## config.mk

```make
export PLATFORM = sky130hd
export DESIGN_NAME = wire_debouncer
export DESIGN_NICKNAME = d
export VERILOG_FILES = /design/src/rtl/wire_cut_checker_debouncer.sv
export SDC_FILE = /design/constraint.sdc
export NUM_CORES = 1
export LEC_CHECK = 0
export ABC_AREA = 1
export CORE_ASPECT_RATIO = 0.9
export CORE_MARGIN = 2
export CORE_UTILIZATION = 35
export CTS_CLUSTER_SIZE = 25
export DETAILED_ROUTE_END_ITERATION = 8
export PLACE_DENSITY = 0.62
export SETUP_SLACK_MARGIN = 0.2
export SYNTH_ARGS = -nofsm -noshare
export SYNTH_HDL_FRONTEND = slang
export SYNTH_SLANG_ARGS = --single-unit
export TNS_END_PERCENT = 50
```

## constraint.sdc

```tcl
create_clock -name CLK -period 1.7 [get_ports CLK]
set_input_delay 0.17 -clock CLK [delete_from_list [all_inputs] [get_ports CLK]]
set_output_delay 0.17 -clock CLK [all_outputs]
set_load 0.005 [all_outputs]
```

## src/rtl/wire_cut_checker_debouncer.sv

```systemverilog
// One wire: 2-flop synchroniser followed by a stable-count debouncer.
// The debounced value follows the synchronised value only after it has
// differed for DEBOUNCE_CYCLES consecutive cycles; any bounce restarts.
module wire_debouncer #(
    parameter int DEBOUNCE_CYCLES = 100000
) (
    input  logic CLK,
    input  logic RESET,
    input  logic wire_i,
    output logic debounced_o
);

    localparam int            CW       = $clog2(DEBOUNCE_CYCLES + 1);
    localparam logic [CW-1:0] CNT_LAST = CW'(DEBOUNCE_CYCLES - 1);

    logic          sync1_q;
    logic          sync2_q;
    logic          deb_q;
    logic          deb_d;
    logic [CW-1:0] cnt_q;
    logic [CW-1:0] cnt_d;

    // Count consecutive disagreeing cycles; flip once the run is long enough.
    always_comb begin
        deb_d = deb_q;
        cnt_d = '0;
        if (sync2_q != deb_q) begin
            if (cnt_q == CNT_LAST) begin
                deb_d = sync2_q;
            end else begin
                cnt_d = cnt_q + 1'b1;
            end
        end
    end

    // Synchroniser and debounce state; reset to "wire intact".
    always_ff @(posedge CLK) begin
        // NOTE: non-blocking (<=) so every flop samples pre-edge values;
        // blocking here would collapse the synchroniser into one stage.
        if (RESET) begin
            sync1_q <= 1'b1;
            sync2_q <= 1'b1;
            deb_q   <= 1'b1;
            cnt_q   <= '0;
        end else begin
            sync1_q <= wire_i;
            sync2_q <= sync1_q;
            deb_q   <= deb_d;
            cnt_q   <= cnt_d;
        end
    end

    assign debounced_o = deb_q;

endmodule

```

==> reports/metrics.csv <==
metric;value;unit
status;finished, final reports clean;
core area;2700;µm²
worst hold path depth;1;
Synth Instances;134;
Area Growth Syn to Fin;8.56;%
Synth Warn #;0;
CTS-repair resized insts;0;
Max stage delay on crit path;0.52;ns
RSZ-0062 raised after global routing;false;
Yosys top cell area share;40.9;%
placed wire-length estimate;1.30;mm
Top Ports;4;
postcts setup bufs;0;
CTS max path bufs;2;
final setup fails;0;
Max Cap Viol;0;
stages on the worst setup path;1;
Fin. Hold Viols;0;
Post-Route Skew;0.00978;ns
Final Power;0.706;mW
most numerous cell in the Yosys netlist;nand2_1;
antenna violations before repair;0;
Syn Nets;138;
period utilization;79.8;%
reg2reg setup slack;0.35;ns
largest cells by area after synthesis;dfxtp_1 41%, nand2_1 12%, nor2_1 11%, xor2_1 4.5%, a21oi_1 3.6%;
Crit-path slowest cell;clkdlybuf4s50_1;
Slew HR;79.0;%
Finished Cell Area;1060;µm²
Unique masters post-synth;21;
Die Width;59.8;µm
TritonCTS Sinks;20;
Seq/Total Area, Yosys;40.9;%
CTS H-tree depth;1;
syn avg cell area;7.31;µm²
Final Max Tran Viols;0;
Num CTS Buffers;3;
critical path class;reg2out;
ys async rst share;0;%
leading area contributor after synthesis;dfxtp_1;
r2r worst-path depth;6;
VDD IR max;0.000444;V
die span in y;54.2;µm
GRT Total Usage;12.0;%
initial core utilization;36.3;%
fmax;737;MHz
NumNets Final;144;
Slew @ Worst Pin;0.313;ns
Hold Slack;0.426;ns
FILL cells;295;
Root Driver;clkbuf_4;
critical path data arrival time;1.19;ns
Crit path required time;1.53;ns
Worst setup EP type;output pin;
crit-path max FO;3;
# diodes;0;
initial DRC count;7;
LEAKAGE;0.296;nW
cts hold-fix bufs;0;
pin count of the biggest net entering global routing;18;
top_reg_cell synth;dfxtp_1;
Min Clock Period, post-route;1.36;ns
Port Buffers;3;
startpoint types;flip-flop;
drt wl/cell;10.6;µm
setup_tns;0;ns
Vias/cell;4.73;
share of cells above drive strength 1;10.9;%
vias in the first global route;667;
Die Footprint;3240;µm²
Routed WL;1.77;mm
first-pass GRT wire length;2.84;mm
crit path cell chain;clkdlybuf4s50_1;
Placed Area;1030;µm²
remaining global-route overflow;0;
Vias;794;
#FFs+latches synth;20;
Post-DRT Antenna Nets;0;
Skew-Pair Late Insertion Delay;0.30;ns
row count;18;
CP bufs+invs;1;
CTS tree;yes;
EDFF count, synth;0;
Top delay family on crit path;buffers and inverters;
drt drc;0;
Worst Hold Class;reg2reg;
post-layout util;39.4;%
RD Place Congestion;0.794;
drt pass-1 iters;4;
pwr dens;663;nW/µm²
list of most frequent post-synthesis cells;31 x nand2_1, 29 x nor2_1, 20 x dfxtp_1, 9 x inv_1;
clock-pin slew on the worst setup and hold paths;0.10;ns
Cell Area, Synth;980;µm²
per-layer routing:
metal	vias to the layer above	routed length, µm	GRT usage, %	share of wire [%]
li1	434	-	-	-
met1	352	897	16.0	51
met2	6	810	18.3	46
met3	2	56	5.05	3.2
met4	0	9	2.22	0.51
met5	-	0	0	0
report_power, final:
group	leakage (nW)	internal [mW]	switching, mW	total (mW)
Sequential	0.162	0.471	0.00200	0.473
Combinational	0.120	0.00769	0.00598	0.0137
Clock	0.0138	0.0826	0.136	0.219
Total	0.296	0.561	0.144	0.706
layout make-up:
| cell class | count | area [µm²] | share of cell area [%] |
|---|---|---|---|
| Multi-Input combinational cell | 103 | 539 | 50.7 |
| Sequential cell | 20 | 400 | 37.6 |
| Tap cell | 30 | 37.5 | 3.53 |
| Clock buffer | 3 | 22.5 | 2.12 |
| Timing Repair Buffer | 3 | 30.0 | 2.82 |
| Inverter | 9 | 33.8 | 3.18 |
final timing paths:
check                                 start     endpoint
worst max register to register     cnt_q[0]    cnt_q[11]
worst min register to register      sync1_q      sync2_q
worst min-delay path                sync1_q      sync2_q
worst max-delay path            debounced_o  debounced_o
registers in the layout (all words and copies together) (netlist names):
register     count
sync1_q          1
cnt_q           17
sync2_q          1
debounced_o      1
cells in the final DEF, fill, tap and decap left out:
master | synthesis | layout
dfxtp_1 | 20 | 20
nand2_4 | 1 | 1
nor2_2 | 1 | 1
nor2_1 | 29 | 29
nand3b_1 | 2 | 2
a21oi_1 | 7 | 7
nor2_4 | 2 | 2
or2_2 | 3 | 3
inv_1 | 9 | 9
clkdlybuf4s50_1 | 0 | 3
ha_4 | 0 | 1
nand3_2 | 2 | 2
nand2_1 | 31 | 31
clkbuf_4 | 0 | 3
nand2_2 | 2 | 2
nand4_1 | 3 | 3
xor2_1 | 5 | 5
nand3_1 | 7 | 7
nor3_1 | 1 | 1
o21ai_0 | 2 | 2
xnor2_1 | 4 | 4
through the flow:
stage	setup WS, ns	cells
2_1_floorplan	0.386	134
3_3_place_gp	0.356	165
3_5_place_dp	0.305	165
4_1_cts	0.292	168
5_1_grt	0.200	168
6_report	0.343	168
kinds of logic after synthesis:
kind of cell / synth area share, %
compound gates: 4.60
xor+xnor: 8.05
fa+ha+maj: 1.28
buf+inv: 5.36
flops: 40.9
simple gates: 39.8
(Power assumes the default switching activity.)
